[src/rtl/rr_arbiter_16_if.sv]
// rr_arbiter_16_if: request/grant bundle between the 16 requesters and the
// round-robin arbiter.
//   req[15:0]       requester k asserts bit k
//   done            current owner has finished with the resource
//   grant[15:0]     one-hot grant (all zero when idle)
//   grant_idx[3:0]  binary index of the granted requester, 0 when idle
//   grant_valid     high while a grant is held
//   timeout         one-cycle pulse when a grant is revoked by the hold limit
interface rr_arbiter_16_if;
  logic [15:0] req;
  logic        done;
  logic [15:0] grant;
  logic [3:0]  grant_idx;
  logic        grant_valid;
  logic        timeout;

  modport master (
    output req, done,
    input  grant, grant_idx, grant_valid, timeout
  );

  modport slave (
    input  req, done,
    output grant, grant_idx, grant_valid, timeout
  );
endinterface

[src/rtl/rr_arbiter_16.sv]
// rr_arbiter_16: 16-way round-robin arbiter with registered one-hot grant,
// binary grant index and an optional hold timeout.
//   clk      system clock, rising edge
//   rst_n    asynchronous active-low reset
//   bus      rr_arbiter_16_if.slave (req/done in, grant/grant_idx/
//            grant_valid/timeout out)
//
// state | meaning
// IDLE  | no grant held; rotating search of req from ptr
// BUSY  | grant held; waiting for done, withdrawal or hold limit
module rr_arbiter_16 #(
  parameter int unsigned MAX_HOLD = 256,
  parameter int unsigned CNT_W    = 16
) (
  input logic            clk,
  input logic            rst_n,
  rr_arbiter_16_if.slave bus
);

  typedef enum logic {IDLE = 1'b0, BUSY = 1'b1} state_t;

  // Terminal count of the hold counter; unused when MAX_HOLD is 0.
  localparam logic [CNT_W-1:0] HOLD_LAST = CNT_W'((MAX_HOLD == 0) ? 0 : MAX_HOLD - 1);

  state_t             state_q, state_d;
  logic [3:0]         ptr_q, ptr_d;
  logic [CNT_W-1:0]   hold_cnt_q, hold_cnt_d;
  logic [15:0]        grant_q, grant_d;
  logic [3:0]         idx_q, idx_d;
  logic               timeout_q, timeout_d;

  logic               found;
  logic [3:0]         win_idx;
  logic               rel_done, rel_wd, rel_to, release_now;

  // Rotating-priority search: first set bit at or after ptr, wrapping 15->0.
  always_comb begin
    found   = 1'b0;
    win_idx = 4'd0;
    for (int i = 0; i < 16; i++) begin
      if (!found && bus.req[4'(ptr_q + 4'(i))]) begin
        found   = 1'b1;
        win_idx = 4'(ptr_q + 4'(i));
      end
    end
  end

  always_comb begin
    rel_done    = bus.done;
    rel_wd      = ~bus.req[idx_q];
    rel_to      = (MAX_HOLD != 0) && (hold_cnt_q == HOLD_LAST);
    release_now = rel_done | rel_wd | rel_to;
  end

  // State register (outputs are registered alongside the state).
  always_ff @(posedge clk or negedge rst_n) begin
    if (!rst_n) begin
      state_q    <= IDLE;
      ptr_q      <= 4'd0;
      hold_cnt_q <= '0;
      grant_q    <= 16'd0;
      idx_q      <= 4'd0;
      timeout_q  <= 1'b0;
    end else begin
      state_q    <= state_d;
      ptr_q      <= ptr_d;
      hold_cnt_q <= hold_cnt_d;
      grant_q    <= grant_d;
      idx_q      <= idx_d;
      timeout_q  <= timeout_d;
    end
  end

  // Next-state logic.
  always_comb begin
    state_d = state_q;
    case (state_q)
      IDLE:    if (found)       state_d = BUSY;
      BUSY:    if (release_now) state_d = IDLE;
      default:                  state_d = IDLE;
    endcase
  end

  // Output / datapath next values.
  always_comb begin
    ptr_d      = ptr_q;
    hold_cnt_d = hold_cnt_q;
    grant_d    = grant_q;
    idx_d      = idx_q;
    timeout_d  = 1'b0;
    case (state_q)
      IDLE: begin
        if (found) begin
          grant_d    = 16'd1 << win_idx;
          idx_d      = win_idx;
          hold_cnt_d = '0;
        end else begin
          grant_d = 16'd0;
          idx_d   = 4'd0;
        end
      end
      BUSY: begin
        if (release_now) begin
          grant_d   = 16'd0;
          idx_d     = 4'd0;
          ptr_d     = idx_q + 4'd1;
          // A timeout only counts when nothing else ended the grant.
          timeout_d = rel_to & ~rel_done & ~rel_wd;
        end else begin
          hold_cnt_d = hold_cnt_q + 1'b1;
        end
      end
      default: begin
        grant_d = 16'd0;
        idx_d   = 4'd0;
      end
    endcase
  end

  assign bus.grant       = grant_q;
  assign bus.grant_idx   = idx_q;
  assign bus.grant_valid = (state_q == BUSY);
  assign bus.timeout     = timeout_q;

endmodule

[src/flat_wrapper.sv]
// flat-port wrapper written by rule: the top's interface ports become plain ports
module rr_arbiter_16_flat 
#(
  parameter int unsigned MAX_HOLD = 256,
  parameter int unsigned CNT_W    = 16
)
  (clk, rst_n, bus_req, bus_done, bus_grant, bus_grant_idx, bus_grant_valid, bus_timeout);
  rr_arbiter_16_if bus_i ();
  input logic clk;
  input logic rst_n;
  input wire logic [$bits(bus_i.req)-1:0] bus_req;
  input wire logic [$bits(bus_i.done)-1:0] bus_done;
  output wire logic [$bits(bus_i.grant)-1:0] bus_grant;
  output wire logic [$bits(bus_i.grant_idx)-1:0] bus_grant_idx;
  output wire logic [$bits(bus_i.grant_valid)-1:0] bus_grant_valid;
  output wire logic [$bits(bus_i.timeout)-1:0] bus_timeout;
  assign bus_i.req = bus_req;
  assign bus_i.done = bus_done;
  assign bus_grant = bus_i.grant;
  assign bus_grant_idx = bus_i.grant_idx;
  assign bus_grant_valid = bus_i.grant_valid;
  assign bus_timeout = bus_i.timeout;
  rr_arbiter_16 #(.MAX_HOLD(MAX_HOLD), .CNT_W(CNT_W)) u_core (.clk(clk), .rst_n(rst_n), .bus(bus_i));
endmodule
[config.mk]
export PLATFORM = sky130hd
export DESIGN_NAME = rr_arbiter_16_flat
export DESIGN_NICKNAME = d
export VERILOG_FILES = /design/src/rtl/rr_arbiter_16_if.sv /design/src/rtl/rr_arbiter_16.sv /design/src/flat_wrapper.sv
export SDC_FILE = /design/constraint.sdc
export NUM_CORES = 1
export LEC_CHECK = 0
export CORE_MARGIN = 2
export CORE_UTILIZATION = 45
export DETAILED_ROUTE_END_ITERATION = 10
export GPL_TIMING_DRIVEN = 0
export HOLD_SLACK_MARGIN = 0.03
export PLACE_DENSITY = 0.68
export SLEW_MARGIN = 10
export SYNTH_ARGS = -nofsm -noshare
export SYNTH_HDL_FRONTEND = slang
export SYNTH_SLANG_ARGS = --single-unit
export TNS_END_PERCENT = 1
[constraint.sdc]
create_clock -name clk -period 5.2 [get_ports clk]
set_input_delay 1.04 -clock clk [delete_from_list [all_inputs] [get_ports clk]]
set_output_delay 1.04 -clock clk [all_outputs]
set_load 0.02 [all_outputs]
# Word level (Yosys, flattened, before mapping)
# Index checks and enable logic that the tools add are counted.
[totals]
register_bits = 42
input_bits = 19
out_inout_bits = 22
[op_classes]
add_sub_neg = 17
order_cmp = 17
eq_ne = 4
shift = 1
mux = 80
bitwise = 7
n_reduce_logical = 32
[op_table]
columns = ["cell", "count"]
rows = [
  ["less-than comparator 4 x 5 -> 1 bit (second input constant)", 17],
  ["two-way mux 4 bit", 18],
  ["binary-select mux 1 bit (select 4 bit)", 17],
  ["two-way mux 16 bit", 4],
  ["one-hot mux 16 bit (2 select lines)", 2],
  ["two-way mux 1 bit", 37],
  ["adder 4 bit (second input constant)", 8],
  ["adder 16 x 1 -> 16 bit (second input constant)", 1],
  ["adder 4 x 3 -> 4 bit (second input constant)", 4],
  ["equality test 16 x 8 -> 1 bit (second input constant)", 1],
  ["left shift 1 x 4 -> 16 bit (first input constant)", 1],
  ["logical AND 1 bit", 15],
  ["zero test 1 bit", 15],
  ["adder 4 x 1 -> 4 bit (second input constant)", 2],
  ["adder 4 x 2 -> 4 bit (second input constant)", 2],
  ["one-hot mux 4 bit (2 select lines)", 1],
  ["inequality test 2 bit (second input constant)", 2],
  ["AND reduction 2 bit", 2],
  ["inverter 1 bit", 3],
  ["AND 1 bit", 2],
  ["inequality test 2 x 1 -> 1 bit (second input constant)", 1],
  ["bitwise OR 1 bit", 2],
  ["one-hot mux 1 bit (2 select lines)", 1],
]

# Logic depth before layout (Yosys ltp)
[logic_depth]
ltp_word = 51
ltp_mapped = 19
ltp_nobuf = 11

# Worst setup path after synthesis
# Ideal clock, no wire load.
[synth_path]
path_kind = "register to register"
from = "register u_core.ptr_q[1]"
to = "register u_core.grant_q[12] (netlist: u_core.bus.grant[12])"
setup_ns = 0.096
arrival_time_ns = 4.832
path_slack_ns = 0.272
stages_incl_launch_ff = 17
n_path_buf = 6
cell_sequence = "dfrtp_1 > clkbuf_1 > buf_1 > inv_1 > ha_1 > clkbuf_1 > buf_1 > mux4_2 > mux4_2 > nand4b_2 > or2_0 > buf_2 > a221oi_2 > nor4_1 > or3_1 > buf_2 > o31ai_1"
[synth_via]
elab_chain_len = 51
elab_cells_between_ends = 112
cone_classes = "add/sub: 15; shift: 1; mux: 66; reduce/logical: 30"
[synth_lines]
columns = ["item", "line_no", "source"]
rows = [
  ["start: declaration", "rr_arbiter_16.sv:26", "logic [3:0] ptr_q, ptr_d;"],
  ["start signal: assignment", "rr_arbiter_16.sv:66", "ptr_q <= ptr_d;"],
  ["parallel branches: the longest is 49 deep, another holds adder 4 x 1 -> 4 bit", "--", ""],
  ["two-way mux 16 bit (*)", "rr_arbiter_16.sv:93", "if (found) begin"],
  ["one-hot mux 16 bit (2 select lines) (*)", "rr_arbiter_16.sv:91", "case (state_q)"],
  ["end signal: assignment", "rr_arbiter_16.sv:68", "grant_q <= grant_d;"],
  ["end: declaration", "rr_arbiter_16.sv:28", "logic [15:0] grant_q, grant_d;"],
]
# Every way passes the cells marked *. The select of a mux whose other input is x is not followed.
# A chain may end at the register's enable or synchronous reset.

# Worst setup path after layout
# Ends and elaborated chain as after synthesis.

==> metrics list <==
- In the post-synthesis netlist, the biggest area contributors are dfrtp_1 24%, mux4_2 17%, nand2_1 5.7%.
* Buffer cell driving the clock tree root: clkbuf_8
* Net count after synthesis: approximately 500
* Depth of the CTS H-tree: 2
* Smallest setup slack after layout: approximately 0.15 ns
* Pin count of the biggest net entering global routing: 32
- Of all cell types, the one taking the most synthesized area is dfrtp_1.
* Cell count after synthesis: ~470
- Leaving out fill and tap cells, the most frequent cell in the layout is nand2_1.
- For the pin with the worst max-slew slack, the measured transition is between 0.8 and 0.9 ns.
* # rows: 36
- Leaving out fill and tap cells, the most frequent cells in the layout are 67 x nand2_1, 41 x dfrtp_1, 39 x nor2_1, 39 x clkdlybuf4s50_1, 34 x mux4_2.
* Crit Path Class: register to register
- CTS tree: yes
- Vias/cell: approximately 6.5
* Number of buffers and inverters on the critical path: 7
- Count of flip-flops with a built-in enable after synthesis: 0
* Area share of the largest cell type after synthesis: between 20% and 30%
- In the final routed layout, each cell accounts on average for around 21 um.
- Unrepaired setup endpoints after global routing: false
- Maximum fanout along the worst path: 10
- For the worst setup path, the data required time is between 5 and 6 ns.
* Ordered cell list for the critical path: clkbuf_4 -> buf_4 -> clkinvlp_4 -> buf_4 -> ha_1 -> clkbuf_4 -> mux4_2 -> mux4_2 -> inv_1 -> nand2_2 -> nor4_4 -> o31a_1 -> nor4_1 -> or3_1 -> buf_2 -> o31ai_1
- The worst hold path belongs to the class register to register.
- Worst-case headroom to the max-slew limit: 41.5%
* Standard cell with the maximum stage delay on the critical path: mux4_2
- Violation count after the first detailed-route iteration: between 300 and 400
- Met2 wire length: 6.57 mm
- Clock buffers created by TritonCTS: 5
* Summed instance area of the synthesized netlist: 0.00439 mm^2
* Synthesized area per cell: about 9.4 um^2
* Total of max-cap violations: 0
- Sequential cell area: approximately 0.0011 mm^2
- Number of failing hold endpoints at the final stage: 0
* Final antenna-violating net count: 0
- Final critical delay including setup and external delays: around 5.0 ns
* Number of global-route vias before repair: 4,213
* Met1 WL: 5.76 mm
- For this configuration, the core starts out at a cell density of 45.6%.
* Setup crit start kind: register
- Vert. Die Dim: ~100 um
- Summed over all layers, the routed wires come to 13.8 mm.
- CP endpoint kind: register
- Unique masters post-synth: between 70 and 80
- The initial antenna violation count came to 0.
- Count of input and output buffers: 40
* Arrival time worst endpoint: between 5 and 6 ns
* Overall die area: roughly 0.011 mm^2
- Routability-driven placement finished with a final weighted congestion of between 1 and 1.5.
- For this run, the leading register cell type out of synthesis is dfrtp_1.
- Stage delay of the slowest cell on the critical path: 0.56 ns
- Synth Register Bits: 42
- Vias after detailed routing: between 4k and 5k
- Counting every sink on the clock net gives 42.
- Setup violations remaining at the end of the flow were counted as 0.
* Reg clk slew, reported paths: ~0.08 ns
- Post-layout net count: between 500 and 600
* Top-level port count: 41
- After filler insertion, the fill cell instance count of the layout stands at ~910.
- The area growth from synthesis to layout is 18.6%.
* Sequential cell area fraction in the yosys report: a little under a quarter
* Post-route clock skew: ~0.006 ns
- Source-to-sink clock delay at the later pin of the worst-skew pair: 0.29 ns
- For this run, asynchronously set or reset flops after synthesis account for 100%.
- Total half-perimeter wirelength after legalization and detailed placement: around 10 mm
* Final critical-path share of the clock period: around 97%
- For this run, the total global-route usage over all layers was measured as between 20 and 30%.
- DR top layer: met4
* Total core area: 0.00964 mm^2
- Ratio of cells with drive above 1 in the final layout: 19.2%
* Initial DRT Pass Iterations: 5
- The flow ran to the end, and the final reports show no timing, DRC or antenna violations.
* Max Transition Viols Final: 0
- Residual DRC count: 0
* Die W: between 100 and 150 um
- At the placement stage, the worst setup path has a slack of -1.24 ns.
* Category of cells accounting for the largest share of critical-path delay: buffers and inverters
* Antenna fix cells: 0
- In the detailed route, the total length drawn on met3 is approximately 1.1 mm.
- Syn. warnings: 0
- Area of the multi-input gates: around 0.0032 mm^2
- Global route total overflow: 0
- No sink is reached through more buffers than the 2 on the longest clock path.
* Global-route wire length before repair: 22.4 mm
- Timing would allow up to approximately 200 MHz.
* CTS hold repair buffers: 0
-- kinds of logic (layout without fill, tap and decap cells) --
| group | after synthesis | after routing | share of synthesized area [%] |
|---|---|---|---|
| xor gates and xnor gates | 26 | 26 | 5.18 |
| muxes | 71 | 71 | 26.4 |
| buffers and inverters | 35 | 87 | 3.82 |
| and+or+nand+nor | 181 | 181 | 20.2 |
| adders and majority gates | 10 | 10 | 2.85 |
| DFF | 42 | 42 | 23.9 |
| AOI/OAI and AO/OA | 103 | 103 | 17.7 |
-- synthesized netlist by cell type, types with 3 or more instances --
cell / instances
a211oi_1: 4
a21o_1: 3
a21oi_1: 15
a31oi_1: 6
and2_1: 6
and3_1: 5
buf_2: 5
buf_6: 4
clkbuf_1: 13
dfrtp_1: 42
ha_1: 10
inv_1: 11
mux2_2: 11
mux2i_1: 23
mux4_2: 34
nand2_1: 67
nand2b_1: 3
nand3_1: 16
nand4_1: 7
nor2_1: 39
nor2b_1: 5
nor3_1: 10
nor4_1: 3
o211ai_1: 3
o21ai_0: 17
o21ai_1: 4
o22ai_1: 4
o31ai_1: 10
o41ai_1: 4
o41ai_2: 4
or3_1: 4
xnor2_1: 10
xor2_1: 16
-- through the flow --
stage / instances / hold WS (ns) / cell area (um^2) / TNS (ns) / util (%)
2_1_floorplan: 468 / 0.479 / 4390 / 0 / -
3_3_place_gp: 641 / 0.466 / 4960 / -29.11 / 51.5
3_5_place_dp: 642 / 0.469 / 4970 / -32.10 / 51.6
4_1_cts: 651 / 0.495 / 5140 / 0 / 53.4
5_1_grt: 653 / 0.520 / 5210 / 0 / 54.1
6_report: 653 / 0.490 / 5210 / 0 / 54.1
-- final cells by class --
| class | instances | share of cell area [%] |
|---|---|---|
| plain buffers | 23 | 2.67 |
| clock buffers | 6 | 1.58 |
| clock inverters | 1 | 0.576 |
| inverters | 11 | 0.864 |
| multi-input cells | 391 | 62.2 |
| flip-flops and latches | 42 | 20.2 |
| well taps | 133 | 3.19 |
| repair buffers | 46 | 8.69 |
-- worst min-delay path, cell delays in order, from the launching register on --
cell and delay [ns]:
dfrtp_1 0.35, nand2_1 0.05, o41ai_1 0.05
-- per-layer routing --
layer / vias up / global-route usage, %
met5: - / 0
met4: 0 / 9.51
met3: 33 / 4.54
met2: 229 / 44.9
met1: 2075 / 36.7
li1: 1887 / -
-- repair_timing --
action	in CTS	in global routing
buffers inserted	3	2
resized for setup	13	13
endpoints found under the setup margin	37	19
pin swaps	0	2
-- state kept, by name, summed over array words and instances, names as in the netlist --
name,cells
u_core.bus.grant,16
u_core.bus.grant_idx,4
u_core.bus.grant_valid,1
u_core.bus.timeout,1
u_core.hold_cnt_q,16
u_core.ptr_q,4
-- worst paths after layout --
path | endpoint | cells past startpoint | startpoint | slack, ns
setup / recovery | u_core.bus.grant[12]$_DFFE_PN0P_ | 16 | u_core.ptr_q[1]$_DFFE_PN0P_ | 0.15
hold / removal | u_core.bus.grant[2]$_DFFE_PN0P_ | 2 | u_core.bus.grant[2]$_DFFE_PN0P_ | 0.49
setup reg to reg | u_core.bus.grant[12]$_DFFE_PN0P_ | 16 | u_core.ptr_q[1]$_DFFE_PN0P_ | 0.15
hold reg to reg | u_core.bus.grant[2]$_DFFE_PN0P_ | 2 | u_core.bus.grant[2]$_DFFE_PN0P_ | 0.49
max in group asynchronous | u_core.ptr_q[1]$_DFFE_PN0P_ | 2 | rst_n | 4.09
min in group asynchronous | u_core.hold_cnt_q[10]$_DFFE_PN0P_ | 1 | rst_n | 0.63
Power is not shown: default switching activity piles up to over one toggle a cycle in this logic, so the estimate is an artifact.
